==> src/rtl/fetch_unit.sv <==
// Instruction fetch stage: owns the PC, drives the ROM read port and hands
// {pc, instruction} pairs to decode through a 2-entry buffer with redirect/flush.
module fetch_unit #(
  parameter logic [31:0] RESET_PC = 32'h0000_0000,
  parameter logic [31:0] ADDR_MAX = 32'd1020
) (
  input  logic        clock,
  input  logic        reset_n,
  output logic [31:0] rom_address,
  output logic        rom_enable,
  input  logic [31:0] rom_data,
  input  logic        redirect_valid,
  input  logic [31:0] redirect_pc,
  output logic        inst_valid,
  input  logic        inst_ready,
  output logic [31:0] inst_data,
  output logic [31:0] inst_pc,
  output logic        fault
);

  typedef enum logic [1:0] {StBoot, StRun, StHalt} state_e;

  state_e      state_q, state_d;
  logic [31:0] pc_q, pc_d;
  logic [31:0] req_pc_q, req_pc_d;
  logic [1:0]  count_q, count_d;
  logic        inflight_q, inflight_d;
  logic        fault_q, fault_d;
  logic [31:0] head_pc_q, head_pc_d, head_data_q, head_data_d;
  logic [31:0] tail_pc_q, tail_pc_d, tail_data_q, tail_data_d;

  logic       pc_legal, redirect_legal, do_redirect;
  logic       pop, capture, issue, space;
  logic [2:0] occupancy;

  assign pc_legal       = (pc_q[1:0] == 2'b00) && (pc_q <= ADDR_MAX);
  assign redirect_legal = (redirect_pc[1:0] == 2'b00) && (redirect_pc <= ADDR_MAX);
  assign do_redirect    = redirect_valid && (state_q != StBoot);

  assign inst_valid = (count_q != 2'd0) && !redirect_valid;
  assign pop        = inst_valid && inst_ready;
  assign capture    = inflight_q && !redirect_valid;

  // Slots that will be occupied next cycle if nothing new is issued now.
  assign occupancy = {1'b0, count_q} + {2'b00, inflight_q} - {2'b00, pop};
  assign space     = occupancy < 3'd2;
  assign issue     = (state_q == StRun) && !redirect_valid && pc_legal && space;

  assign rom_address = pc_q;
  assign rom_enable  = issue;
  assign inst_data   = head_data_q;
  assign inst_pc     = head_pc_q;
  assign fault       = fault_q;

  always_comb begin
    state_d     = state_q;
    pc_d        = pc_q;
    req_pc_d    = req_pc_q;
    count_d     = count_q;
    inflight_d  = inflight_q;
    fault_d     = fault_q;
    head_pc_d   = head_pc_q;
    head_data_d = head_data_q;
    tail_pc_d   = tail_pc_q;
    tail_data_d = tail_data_q;

    if (do_redirect) begin
      count_d    = 2'd0;
      inflight_d = 1'b0;
      pc_d       = redirect_pc;
      if (redirect_legal) begin
        fault_d = 1'b0;
        state_d = StRun;
      end
    end else begin
      case (state_q)
        StBoot: state_d = StRun;
        StRun: begin
          if (space && !pc_legal) begin
            fault_d = 1'b1;
            state_d = StHalt;
          end
        end
        default: ;
      endcase

      inflight_d = issue;
      if (issue) begin
        pc_d     = pc_q + 32'd4;
        req_pc_d = pc_q;
      end

      if (pop) begin
        head_pc_d   = tail_pc_q;
        head_data_d = tail_data_q;
      end

      // The returning word lands at the first free slot after this cycle's pop.
      if (capture) begin
        if ((count_q == 2'd0) || ((count_q == 2'd1) && pop)) begin
          head_pc_d   = req_pc_q;
          head_data_d = rom_data;
        end else begin
          tail_pc_d   = req_pc_q;
          tail_data_d = rom_data;
        end
      end

      count_d = count_q + {1'b0, capture} - {1'b0, pop};
    end
  end

  always_ff @(posedge clock or negedge reset_n) begin
    if (!reset_n) begin
      state_q     <= StBoot;
      pc_q        <= RESET_PC;
      req_pc_q    <= 32'd0;
      count_q     <= 2'd0;
      inflight_q  <= 1'b0;
      fault_q     <= 1'b0;
      head_pc_q   <= 32'd0;
      head_data_q <= 32'd0;
      tail_pc_q   <= 32'd0;
      tail_data_q <= 32'd0;
    end else begin
      state_q     <= state_d;
      pc_q        <= pc_d;
      req_pc_q    <= req_pc_d;
      count_q     <= count_d;
      inflight_q  <= inflight_d;
      fault_q     <= fault_d;
      head_pc_q   <= head_pc_d;
      head_data_q <= head_data_d;
      tail_pc_q   <= tail_pc_d;
      tail_data_q <= tail_data_d;
    end
  end

endmodule

==> config.mk <==
export PLATFORM = sky130hd
export DESIGN_NAME = fetch_unit
export DESIGN_NICKNAME = d
export VERILOG_FILES = /design/src/rtl/fetch_unit.sv
export SDC_FILE = /design/constraint.sdc
export NUM_CORES = 1
export LEC_CHECK = 0
export BUFFER_PORTS_ARGS = -buffer_cell sky130_fd_sc_hd__buf_2
export CELL_PAD_IN_SITES_DETAIL_PLACEMENT = 0
export CELL_PAD_IN_SITES_GLOBAL_PLACEMENT = 1
export CORE_MARGIN = 1.5
export CORE_UTILIZATION = 47
export DETAILED_ROUTE_END_ITERATION = 16
export PLACE_DENSITY_LB_ADDON = 0.1
export SLEW_MARGIN = 10
export SYNTH_ARGS = -nofsm -noshare
export SYNTH_HDL_FRONTEND = slang
export SYNTH_SLANG_ARGS = --single-unit
==> constraint.sdc <==
create_clock -name clock -period 5.7 [get_ports clock]
set_clock_uncertainty 0.1 [all_clocks]
set_input_delay 0.285 -clock clock [delete_from_list [all_inputs] [get_ports clock]]
set_output_delay 0.285 -clock clock [all_outputs]
set_load 0.01 [all_outputs]
Word level (Yosys, flattened, before mapping)
Index checks and enable logic that the tools add are counted.

operators by class
  $add $sub $neg = 5
  order comparisons = 3
  equal/unequal tests = 4
  mux-type cells = 18
  bitwise logic cells = 2
  reduce and logical (&&, ||, !) cells = 28

operators by type and width
  operator                                                     count
  2-to-1 mux 32 bit                                            8
  <= comparator 32 x 10 -> 1 bit (second input constant)       2
  adder 32 x 3 -> 32 bit (second input constant)               1
  logical AND 1 bit                                            11
  nonzero test 2 bit                                           5
  AND reduction 3 bit                                          3
  zero test 2 bit                                              4
  2-to-1 mux 2 bit                                             4
  2-to-1 mux 1 bit                                             5
  == test 2 x 1 -> 1 bit (second input constant)               2
  one-hot mux 2 bit (2 select lines)                           1
  adder 2 x 1 -> 3 bit                                         1
  less-than comparator 3 x 2 -> 1 bit (second input constant)  1
  inequality test 3 x 2 -> 1 bit (second input constant)       1
  nonzero test 3 bit                                           1
  subtractor 3 x 1 -> 3 bit                                    1
  adder 2 x 1 -> 2 bit                                         1
  zero test 1 bit                                              2
  inequality test 2 bit (second input constant)                1
  NOT 1 bit                                                    2
  AND reduction 2 bit                                          1
  subtractor 2 x 1 -> 2 bit                                    1
  logical OR 1 bit                                             1

word-level totals
  register bits = 198
  output and inout bits = 99
  logic and storage cells = 70

Depth between registers and ports, before layout
Gate-level depths: netlist of run 1.

  word-level depth = 9
  depth in mapped cells = 13
  depth with buffers taken out = 10

Least setup slack after synthesis of run 1
Ideal clock, no wire load.

  kind = in2reg
  start point = input port redirect_valid
  end point = register req_pc_q[7]
  library setup time = 125 ps
  arrival = 3,097 ps
  required time = 5,475 ps
  slack = 2,378 ps
  stages on the path = 13
  buffers on the path = 4
  cell sequence = clkbuf_2 o21ba_2 nand2_1 buf_2 buf_2 nor2_1 o21ai_0 fa_1 xor2_1 nor4_4 nand3_4 buf_2 mux2_4

between the ends
  cells in the longest elaborated chain, start to end = 7
  elaborated cells between the ends (all ways) = 11
  classes of those cells = 1 x add/sub; 1 x order compare; 1 x bitwise; 8 x reduce/logical

RTL lines
  element                              line  source
  start: declaration                   12    input logic redirect_valid,
  zero test 1 bit                      40    assign inst_valid = (count_q != 2'd0) && !redirect_valid;
  logical AND 1 bit                    40
  net inst_valid                       14    output logic inst_valid,
  logical AND 1 bit                    41    assign pop = inst_valid && inst_ready;
  subtractor 3 x 1 -> 3 bit            45    assign occupancy = {1'b0, count_q} + {2'b00, inflight_q} - {2'b00, pop};
  less-than comparator 3 x 2 -> 1 bit  46    assign space = occupancy < 3'd2;
  logical AND 1 bit                    47    assign issue = (state_q == StRun) && !redirect_valid && pc_legal && space;
  AND reduction 2 bit (no line)        n/a
  end signal: assignment               128   req_pc_q <= req_pc_d;
  end: declaration                     25    logic [31:0] req_pc_q, req_pc_d;

The timed path passes the listed nets, and every way through them passes these cells.
A chain may end at the register's enable or synchronous reset.

Worst setup path after layout of run 1
  start point = register count_q[1]
  end point = output port rom_enable

between the ends
  cells in the longest elaborated chain, start to end = 6
  elaborated cells between the ends (all ways) = 7
  classes of those cells = 2 x add/sub; 1 x order compare; 4 x reduce/logical

RTL lines
  element                                                       line  source
  start: declaration                                            26    logic [1:0] count_q, count_d;
  start signal: assignment                                      129   count_q <= count_d;
  branches (longest 3 deep; another with adder 2 x 1 -> 3 bit)  n/a
  subtractor 3 x 1 -> 3 bit (*)                                 45
  less-than comparator 3 x 2 -> 1 bit (*)                       46
  logical AND 1 bit (*)                                         47
  end: declaration                                              10    output logic rom_enable,

Every way passes the cells marked *.

==> impl_metrics.ini, run 1 <==
[run_status]
status = finished clean

[synth]
ys_seq_area_share_pct = 59.7
synth_area_leaders = dfrtp_1, mux2_2, mux2i_1, nand2_1, o21ai_0
yosys_most_used_dff = dfrtp_1
synth_fp_nets = 776
syn_area_sq_mm = 0.00830
yosys.area.top_type = dfrtp_1
synth_area_per_cell_sq_um = 11.8
async_flop_share_pct = 100
syn_inst = 704
synth-edff-count = 0
ys_ff_latch = 198
synth.distinct_cells = 44
ys_warn_count = 0
synth.top_cell.area_share_pct = 59.7

[power]
p_leak_nw = 5.73
ir_drop_mv = 0.203
pwr_density_cell_mw_per_mm2 = 287
power.total_mw = 3.02

[grt]
grt_pass1_vias = 6220
antenna_found_initial = 0
grtUsageTotal_pct = 21.0
met3_usage_pct = 3.84
grt_util_met2_pct = 35.3
overflow = 0
grt_max_degree = 129
grt_first_pass_wirelength_microns = 30400
use_met1_pct = 27.3
busiest_layer = met2

[layout]
antenna_cells = 0
final_cell_mix = dfrtp_1, buf_2, nand2_1
regArea_sq_mm = 0.00495
n_fill_cell = 1421
fin_util_pct = 61.0
nNetsFinal = 989
drive_gt1_share_pct = 30.5
multi_input_comb_area_sq_mm = 0.00315
synthToLayoutAreaGrowth_pct = 27.1
final_common_cell = dfrtp_1
stdcell_count = 1155

[route]
ant_nets = 0
wl_per_cell_microns = 15.9
finalWirelength_microns = 18300
first_pass_iters = 4
remaining_drc_errors = 0
num_vias = 5960
avgViaCountPerCell = 5.16
drt-initial-drc-count = 224

[job]
cap_violations = 0

[timing]
tightest_slew_ps = 1180
drv_slew = 0
max_freq_mhz = 264
finalHoldWorstSlack_ps = 37.2
finalCritPeriodShare_pct = 66.4
post-route-min-period_ps = 3790
timing.setup.tns_ps = 0
rsz0062_at_grt = false
hold_viol = 0
timing.slew.headroom_pct = 21.0
setup_violations = 0

[cts]
ctsResizeCount = 0
cts_max_level = 4
cts_root_buf = clkbuf_16
max-clock-path-buffers = 2
cts_tree = done
cts_made_buffers = 17
clkSinkCount = 198
cts.clk_slew.worst_paths_ps = 70
cts_setup_buffers = 0
ctsHoldBuffers = 62
worstSkewPairLatency_ps = 420

[floorplanning]
pin_count = 167
initial_core_util_pct = 48.0
die_h_microns = 136
fp.coreArea_sq_mm = 0.0173
fp-row-count = 48
dieArea_sq_mm = 0.0185
dieWidth_microns = 136

[critical_path]
worstPathRequired_ps = 5320
worst-path-max-fanout = 36
worst_ep_arrival_time_ps = 3400
path_class = register to output port
crit_path_start_kind = register
rr_worst_depth = 9
cp-end-kind = output port

[hold_path]
min_path_type = primary input to register
hold_depth = 3

[placement]
place_inst = 1061
hpwl_microns = 11300
gp_congestion = 0.793
io_buffers = 166
registers in the layout, indices dropped and copies added (netlist names), 2 cells and up:
signal	count
req_pc_q	32
tail_data_q	32
inst_pc	32
count_q	2
inst_data	32
state_q	2
tail_pc_q	32
rom_address	32
worst max-delay path, cell delays in order, from the launching register on:
cell and delay, ps:
dfrtp_1 460, o21ba_2 210, nand2_4 60, nor2_1 180, o21ai_0 170, fa_1 400, xor2_1 190, nor4_4 460
nand3_4 440, inv_1 250, buf_2 160
final cells by class:
type | count | area share [%]
Sequential cell | 198 | 47.0
Multi-Input combinational cell | 457 | 29.8
Timing Repair Buffer | 235 | 14.3
Clock buffer | 18 | 4.16
Tap cell | 225 | 2.67
Clock inverter | 14 | 1.73
Inverter | 8 | 0.285
cells in the mapped netlist (all sizes together), types with 2 or more instances:
library cell	n
o31ai	3
nand3	4
o311ai	2
mux2i	65
o211ai	2
or4	3
inv	8
dfrtp	198
xnor2	2
a31oi	4
ha	3
nor4	14
a211o	2
nand2b	2
a221o	2
nand2	151
a21oi	2
o2111ai	2
or3	2
a2111oi	3
buf	21
clkbuf	20
and2	29
nor2	4
mux2	72
o21ai	72
nand4	2
final timing paths:
kind                                           from                     endpoint  slack [ps]
hold / removal                      redirect_pc[10]  rom_address[10]$_DFFE_PN0P_          40
setup reg to reg               count_q[1]$_DFF_PN0_      req_pc_q[8]$_DFFE_PN0P_        2480
min in group asynchronous                   reset_n    inst_data[14]$_DFFE_PN0N_         320
max in group asynchronous                   reset_n    tail_pc_q[16]$_DFFE_PN0P_        3810
setup / recovery               count_q[1]$_DFF_PN0_                   rom_enable        1910
hold reg to reg            req_pc_q[25]$_DFFE_PN0P_      inst_pc[25]$_DFFE_PN0N_         390
routing by layer:
metal	vias to the layer above	share of wire [%]
li1	2859	-
met4	0	1.3
met5	-	0
met2	156	49
met1	2926	45
met3	19	4.7
logic make-up (layout without fill, tap and decap cells):
logic type,Yosys count,in the layout,synth area share [%]
xor gates and xnor gates,3,3,0.317
AOI/OAI and AO/OA,99,99,7.04
and+or+nand+nor,214,214,11.8
DFF,198,198,59.7
muxes,137,137,17.7
adders and majority gates,4,4,0.694
buffers and inverters,49,275,2.67
stage by stage:
step	area, sq um	setup slack (ps)
floorplan	8300	2380
global placement	9300	2330
detailed placement	9300	2240
CTS	10500	1850
global route	10500	1590
finish	10500	1910
where the power goes:
group / total, mW / internal [mW] / switching, mW
sequential: 1.51 / 1.46 / 0.0458
clock: 1.26 / 0.715 / 0.541
combinational: 0.261 / 0.120 / 0.141
total: 3.02 / 2.30 / 0.728
Note: power is estimated with default switching activity, not from simulation.
==> run 2: changes to the inputs <==
--- a/config.mk
+++ b/config.mk
@@ -5,11 +5,12 @@
 export SDC_FILE = /design/constraint.sdc
 export NUM_CORES = 1
 export LEC_CHECK = 0
+export ABC_AREA = 1
 export BUFFER_PORTS_ARGS = -buffer_cell sky130_fd_sc_hd__buf_2
 export CELL_PAD_IN_SITES_DETAIL_PLACEMENT = 0
 export CELL_PAD_IN_SITES_GLOBAL_PLACEMENT = 1
 export CORE_MARGIN = 1.5
-export CORE_UTILIZATION = 47
+export CORE_UTILIZATION = 41
 export DETAILED_ROUTE_END_ITERATION = 16
 export PLACE_DENSITY_LB_ADDON = 0.1
 export SLEW_MARGIN = 10
==> constraint.sdc (replaced) <==
create_clock -name clock -period 3.8 [get_ports clock]
set_clock_uncertainty 0.1 [all_clocks]
set_input_delay 0.19 -clock clock [delete_from_list [all_inputs] [get_ports clock]]
set_output_delay 0.19 -clock clock [all_outputs]
set_load 0.01 [all_outputs]
==> run 2 against run 1 <==
  * First-iteration DRC count rose by 93%
  * Synthesized area grew 0.59%
  * Routed wire length rose by 7.1%
  * Core utilization fell by 8.3 points
  * Global-route usage down 1.2 points
  * Via count is 16% higher
==> impl_metrics.ini, run 2 <==
[run_status]
status = finished clean

[timing]
tightest_slew_ps = 869
finalHoldWorstSlack_ps = 85.2
setup_violations = 0
max_freq_mhz = 315
rsz0062_at_grt = false
timing.slew.headroom_pct = 42.0
timing.setup.tns_ps = 0
drv_slew = 0
post-route-min-period_ps = 3170
finalCritPeriodShare_pct = 83.5
hold_viol = 0

[hold_path]
min_path_type = primary input to register

[critical_path]
path_class = register to output port
cp_slowest_cell = dfrtp_1
worst-path-max-fanout = 29
slowest_delay_ps = 470
crit_chain = nor2_1 > nor2_2 > nand2_2 > inv_2 > nand2_1 > nand3_1 > fa_1 > inv_1 > nor2_1 > nor2_1 > nand2_1 > nor2_1 > nand2_1 > inv_2 > buf_2
crit_top_cell = nor2_1
worstPathRequired_ps = 3510
worst_ep_arrival_time_ps = 2880
crit_path_start_kind = register
cp-end-kind = output port

[route]
drt-initial-drc-count = 432
wl_per_cell_microns = 13.5
ant_nets = 0
finalWirelength_microns = 19600
remaining_drc_errors = 0
first_pass_iters = 5
num_vias = 6889
avgViaCountPerCell = 4.75

[synth]
async_flop_share_pct = 100
synth_fp_nets = 1034
syn_area_sq_mm = 0.00835
netlist_top_cells_count = nand2_1, dfrtp_1, nor2_1
synth.distinct_cells = 23
yosys_most_used_dff = dfrtp_1
ys_ff_latch = 198
synth-edff-count = 0
synth_area_per_cell_sq_um = 8.68
ys_warn_count = 0
syn_inst = 962
ys_seq_area_share_pct = 59.4
synth_area_leaders = dfrtp_1, nand2_1, nor2_1, a31oi_1, inv_1
synth.top_cell.area_share_pct = 59.4
yosysMostFrequentCell = nand2_1
yosys.area.top_type = dfrtp_1

[cts]
cts_made_buffers = 17
cts_root_buf = clkbuf_16
cts.clk_slew.worst_paths_ps = 70
max-clock-path-buffers = 2
cts_max_level = 4
worstSkewPairLatency_ps = 440
clkSinkCount = 198
ctsResizeCount = 0
cts_tree = done

[placement]
place_area_sq_mm = 0.00937
gp_congestion = 0.768
place_inst = 1354
hpwl_microns = 11900
io_buffers = 166

[power]
ir_drop_mv = 0.301
power_frac_comb_pct = 27.9
switchingPower_mw = 2.31
switching_share_pct = 35.1
p_int_mw = 4.27
pwr_density_cell_mw_per_mm2 = 621
p_leak_nw = 5.47
seqPwrFrac_pct = 45.2
power.total_mw = 6.58
p_clk_share_pct = 26.9

[floorplanning]
die_h_microns = 146
fp.coreArea_sq_mm = 0.0201
dieArea_sq_mm = 0.0212
pin_count = 167
initial_core_util_pct = 41.5
fp-row-count = 52
dieWidth_microns = 146

[layout]
n_fill_cell = 1967
design_area_sq_mm = 0.0106
multi_input_comb_area_sq_mm = 0.00274
stdcell_count = 1451
synthToLayoutAreaGrowth_pct = 26.9
antenna_cells = 0
nNetsFinal = 1240
final_common_cell = nand2_1
regArea_sq_mm = 0.00495
drive_gt1_share_pct = 18.4
final_cell_mix = nand2_1, dfrtp_1, buf_2

[grt]
grtUsageTotal_pct = 19.8
grt_pass1_vias = 6779
grt_util_met2_pct = 31.2
overflow = 0
use_met1_pct = 27.9
met3_usage_pct = 3.73
grt_max_degree = 102
antenna_found_initial = 0
busiest_layer = met2
grt_first_pass_wirelength_microns = 34000

[job]
cap_violations = 0
-- run 2: changes by cell type in the layout (fill, tap and decap cells not counted), moves of 6 or more --
cell / delta
a31oi_1: +60
and2_1: -29
inv_1: +89
mux2_2: -69
mux2i_1: -65
nand2_1: +114
nand3_1: +46
nor2_1: +119
nor4_1: -13
o21ai_0: -39
o21ai_1: +57
xor2_1: +6
-- run 2: logic make-up after synthesis --
family	Yosys count	synth area share [%]
AO/OA/AOI/OAI	155	10.3
adder cells (fa/ha/maj)	4	0.690
AND/OR/NAND/NOR	442	20.8
buffers and inverters	154	7.93
XOR/XNOR	9	0.945
flip-flops	198	59.4
-- run 2: final cells by class --
| class | instances | share of cell area [%] |
|---|---|---|
| Sequential cell | 198 | 46.8 |
| Multi-Input combinational cell | 610 | 25.9 |
| Timing Repair Buffer | 242 | 15.2 |
| Clock buffer | 18 | 4.15 |
| Inverter | 99 | 3.51 |
| Tap cell | 270 | 3.19 |
| Clock inverter | 14 | 1.29 |
-- run 2: critical path: cells and delay by family (launching register included) --
kind	cells	cell delay, ps
fa+ha+maj	1	390
buf+inv	4	790
simple gates	10	810
flops	1	470
-- run 2: power by group through the flow --
| stage | clock (mW) | sequential, mW | combinational (mW) |
|---|---|---|---|
| global route | 1.91 | 3.06 | 2.09 |
| global placement | 0 | 3.02 | 1.81 |
| detailed placement | 0 | 3.02 | 1.81 |
| floorplan | 0 | 3.15 | 0.860 |
| finish | 1.77 | 2.98 | 1.84 |
| CTS | 1.82 | 2.98 | 1.87 |
-- run 2: layer usage --
layer / vias up / wire length [microns]
met1: 3239 / 9750
met3: 24 / 774
met2: 146 / 8770
li1: 3480 / -
met4: 0 / 315
met5: - / 0
-- run 2: stage by stage --
stage	util, %	setup WS, ps
after detailed placement	46.6	965
after global placement	46.6	1030
final	52.7	628
after global routing	52.7	298
after CTS	52.7	554
after floorplan	-	1100
-- run 2: final timing paths --
| path | slack (ps) | to | cells past startpoint | startpoint |
|---|---|---|---|---|
| hold / removal | 90 | state_q[0]$_DFFE_PN0P_ | 5 | redirect_valid |
| hold reg to reg | 390 | tail_pc_q[20]$_DFFE_PN0P_ | 2 | tail_pc_q[20]$_DFFE_PN0P_ |
| max in group asynchronous | 2400 | inst_pc[3]$_DFFE_PN0N_ | 3 | reset_n |
| setup / recovery | 630 | rom_enable | 15 | count_q[1]$_DFF_PN0_ |
| min in group asynchronous | 320 | inst_data[14]$_DFFE_PN0N_ | 2 | reset_n |
| setup reg to reg | 1010 | req_pc_q[4]$_DFFE_PN0P_ | 17 | count_q[1]$_DFF_PN0_ |
-- run 2: timing repair --
item / CTS / global route
setup buffers: 0 / 0
hold buffers: 65 / 0
hold endpoints to repair: 194 / 0
==> run 3: changes to the inputs <==
--- a/config.mk
+++ b/config.mk
@@ -5,12 +5,12 @@
 export SDC_FILE = /design/constraint.sdc
 export NUM_CORES = 1
 export LEC_CHECK = 0
-export ABC_AREA = 1
+export ABC_AREA = 0
 export BUFFER_PORTS_ARGS = -buffer_cell sky130_fd_sc_hd__buf_2
 export CELL_PAD_IN_SITES_DETAIL_PLACEMENT = 0
 export CELL_PAD_IN_SITES_GLOBAL_PLACEMENT = 1
 export CORE_MARGIN = 1.5
-export CORE_UTILIZATION = 41
+export CORE_UTILIZATION = 43
 export DETAILED_ROUTE_END_ITERATION = 16
 export PLACE_DENSITY_LB_ADDON = 0.1
 export SLEW_MARGIN = 10
==> constraint.sdc (replaced) <==
create_clock -name clock -period 3.25 [get_ports clock]
set_clock_uncertainty 0.1 [all_clocks]
set_input_delay 0.1625 -clock clock [delete_from_list [all_inputs] [get_ports clock]]
set_output_delay 0.1625 -clock clock [all_outputs]
set_load 0.01 [all_outputs]
==> run 3 against run 2 <==
  * Global-route usage rose by 0.16 points
  * Power fell by 17%
  * Non-clock buffer count rose by 3
  * Critical endpoint unchanged
  * Sequential share of layout area fell by 0.69 points
  * Critical path depth fell by 4
  * Flip-flop and latch count did not move
  * Die area fell by 5.1%
  * Final cell count fell by 17%
  * Hold slack improved by 55 ps
  * First-iteration DRC count fell by 47%
  * Sequential power fell by 11%
  * Largest cell class unchanged
==> impl_metrics.ini, run 3 (same netlist as run 1, synthesis figures left out) <==
[timing]
timing.slew.headroom_pct = 20.9
finalCritPeriodShare_pct = 93.7
max_freq_mhz = 328
hold_viol = 0
setup_violations = 0
timing.setup.tns_ps = 0
post-route-min-period_ps = 3040
rsz0062_at_grt = false
drv_slew = 0
tightest_slew_ps = 1190

[grt]
grt_first_pass_wirelength_microns = 31900
grtUsageTotal_pct = 20.0
grt_max_degree = 129
grt_pass1_vias = 6280
overflow = 0
antenna_found_initial = 0

[route]
remaining_drc_errors = 0
ant_nets = 0
avgViaCountPerCell = 5.05
finalWirelength_microns = 19000
num_vias = 6064
drt-initial-drc-count = 230
wl_per_cell_microns = 15.8
first_pass_iters = 4

[floorplanning]
die_h_microns = 142
fp-row-count = 50
pin_count = 167
fp.coreArea_sq_mm = 0.0188
initial_core_util_pct = 44.1
dieArea_sq_mm = 0.0201
dieWidth_microns = 142

[critical_path]
worst-path-max-fanout = 5
reg2reg_from = count_q[0]$_DFF_PN0_
rr_worst_depth = 10
slowest_delay_ps = 510
path_class = register to output port
worstPathRequired_ps = 2990
crit_chain = o21ba_2 > nand2_4 > nor2_1 > o21ai_0 > fa_1 > nand2_1 > nor4_4 > buf_4 > nand3_4 > inv_1 > buf_2
critPathBufInv = 3
crit_family = simple AND/OR/NAND/NOR gates
r2r-end = count_q[1]$_DFF_PN0_
worst_ep_arrival_time_ps = 2780
crit_path_start_kind = register
cp_slowest_cell = fa_1
cp-end-kind = output port
regToRegSetupSlack_ps = 310

[run_status]
status = finished clean

[cts]
worstSkewPairLatency_ps = 430
max-clock-path-buffers = 2
clkSinkCount = 198
cts_made_buffers = 17
cts.clk_slew.worst_paths_ps = 70
cts_root_buf = clkbuf_16
cts_max_level = 4
cts_tree = done

[layout]
final_common_cell = dfrtp_1
fin_util_pct = 57.1
drive_gt1_share_pct = 31.1
synthToLayoutAreaGrowth_pct = 29.6
nNetsFinal = 1000
final_cell_mix = dfrtp_1, buf_2, nand2_1
antenna_cells = 0

[job]
cap_violations = 0

[power]
pwr_density_cell_mw_per_mm2 = 507
power.total_mw = 5.45
p_leak_nw = 5.80
ir_drop_mv = 0.357

[hold_path]
hold_depth = 4
hp-start = redirect_valid
min_path_type = primary input to register
hold-path-endpoint = state_q[1]$_DFFE_PN0P_

[placement]
io_buffers = 166
hpwl_microns = 11600
gp_congestion = 0.814
## run 3: cell count changes in the layout (fill, tap and decap cells not counted), sizes merged, moves of 4 or more
cell / change
nand2: -115
clkinvlp: -4
o21ai: -18
xor2: -6
nand3: -44
and2: +29
mux2i: +65
nor2: -120
bufinv: +5
inv: -93
mux2: +72
a31oi: -60
nor4: +14
## run 3: worst reg2reg max path, stage by stage, from the launching register on
cell and delay, ps:
dfrtp_2 440, o21ba_2 250, nand2_4 70, buf_4 900, inv_1 130, ha_1 320
inv_1 40, ha_1 180, xnor2_1 180, xnor2_1 160, nor2_1 60
## run 3: area by class of cell
type,instances,area [sq um]
Timing Repair Buffer,245,1620
Inverter,8,30.0
Multi-Input combinational cell,458,3160
Clock buffer,17,425
Sequential cell,198,4960
Fill cell,1649,8080
Tap cell,260,325
Clock inverter,15,241
## run 3: worst max path at each step
| stage | cells past startpoint | from | slack, ps | to |
|---|---|---|---|---|
| 6_report | 11 | count_q[0]$_DFF_PN0_ | 210 | rom_enable |
| 5_1_grt | 11 | count_q[0]$_DFF_PN0_ | 40 | rom_enable |
| 3_3_place_gp | 10 | redirect_valid | 310 | req_pc_q[7]$_DFFE_PN0P_ |
| 3_5_place_dp | 10 | redirect_valid | 240 | req_pc_q[8]$_DFFE_PN0P_ |
| 2_1_floorplan | 12 | count_q[1]$_DFF_PN0_ | 50 | req_pc_q[7]$_DFFE_PN0P_ |
| 4_1_cts | 10 | count_q[0]$_DFF_PN0_ | 140 | rom_enable |
## run 3: stage by stage
| stage | setup slack (ps) | hold slack (ps) | cell area, sq um | instances |
|---|---|---|---|---|
| finish | 205 | 140 | 10800 | 1201 |
| global route | 41.7 | 182 | 10800 | 1201 |
| CTS | 136 | 120 | 10700 | 1199 |
| detailed placement | 237 | 161 | 9400 | 1100 |
| global placement | 306 | 150 | 9400 | 1100 |
| floorplan | 49.7 | -233 | 8300 | 704 |
## run 3: per-layer routing
metal	share of wire, %	global-route usage, %
met5	0	0
met3	4.5	3.68
met2	48	33.3
met1	45	26.4
met4	1.9	6.78
## run 3: timing repair
action                                  4_1_cts  5_1_grt
hold buffers                                 65        0
hold endpoints to repair                    178        0
endpoints found under the setup margin        1        1
pin swaps                                     0        1
resized for setup                             0        1
buffers inserted                              1        2
gates cloned                                  1        0
## run 3: power by group
part / leakage (nW) / switching (mW) / total (mW) / internal, mW
clock: 0.326 / 0.949 / 2.34 / 1.39
sequential: 2.68 / 0.0837 / 2.65 / 2.56
combinational: 2.80 / 0.253 / 0.468 / 0.214
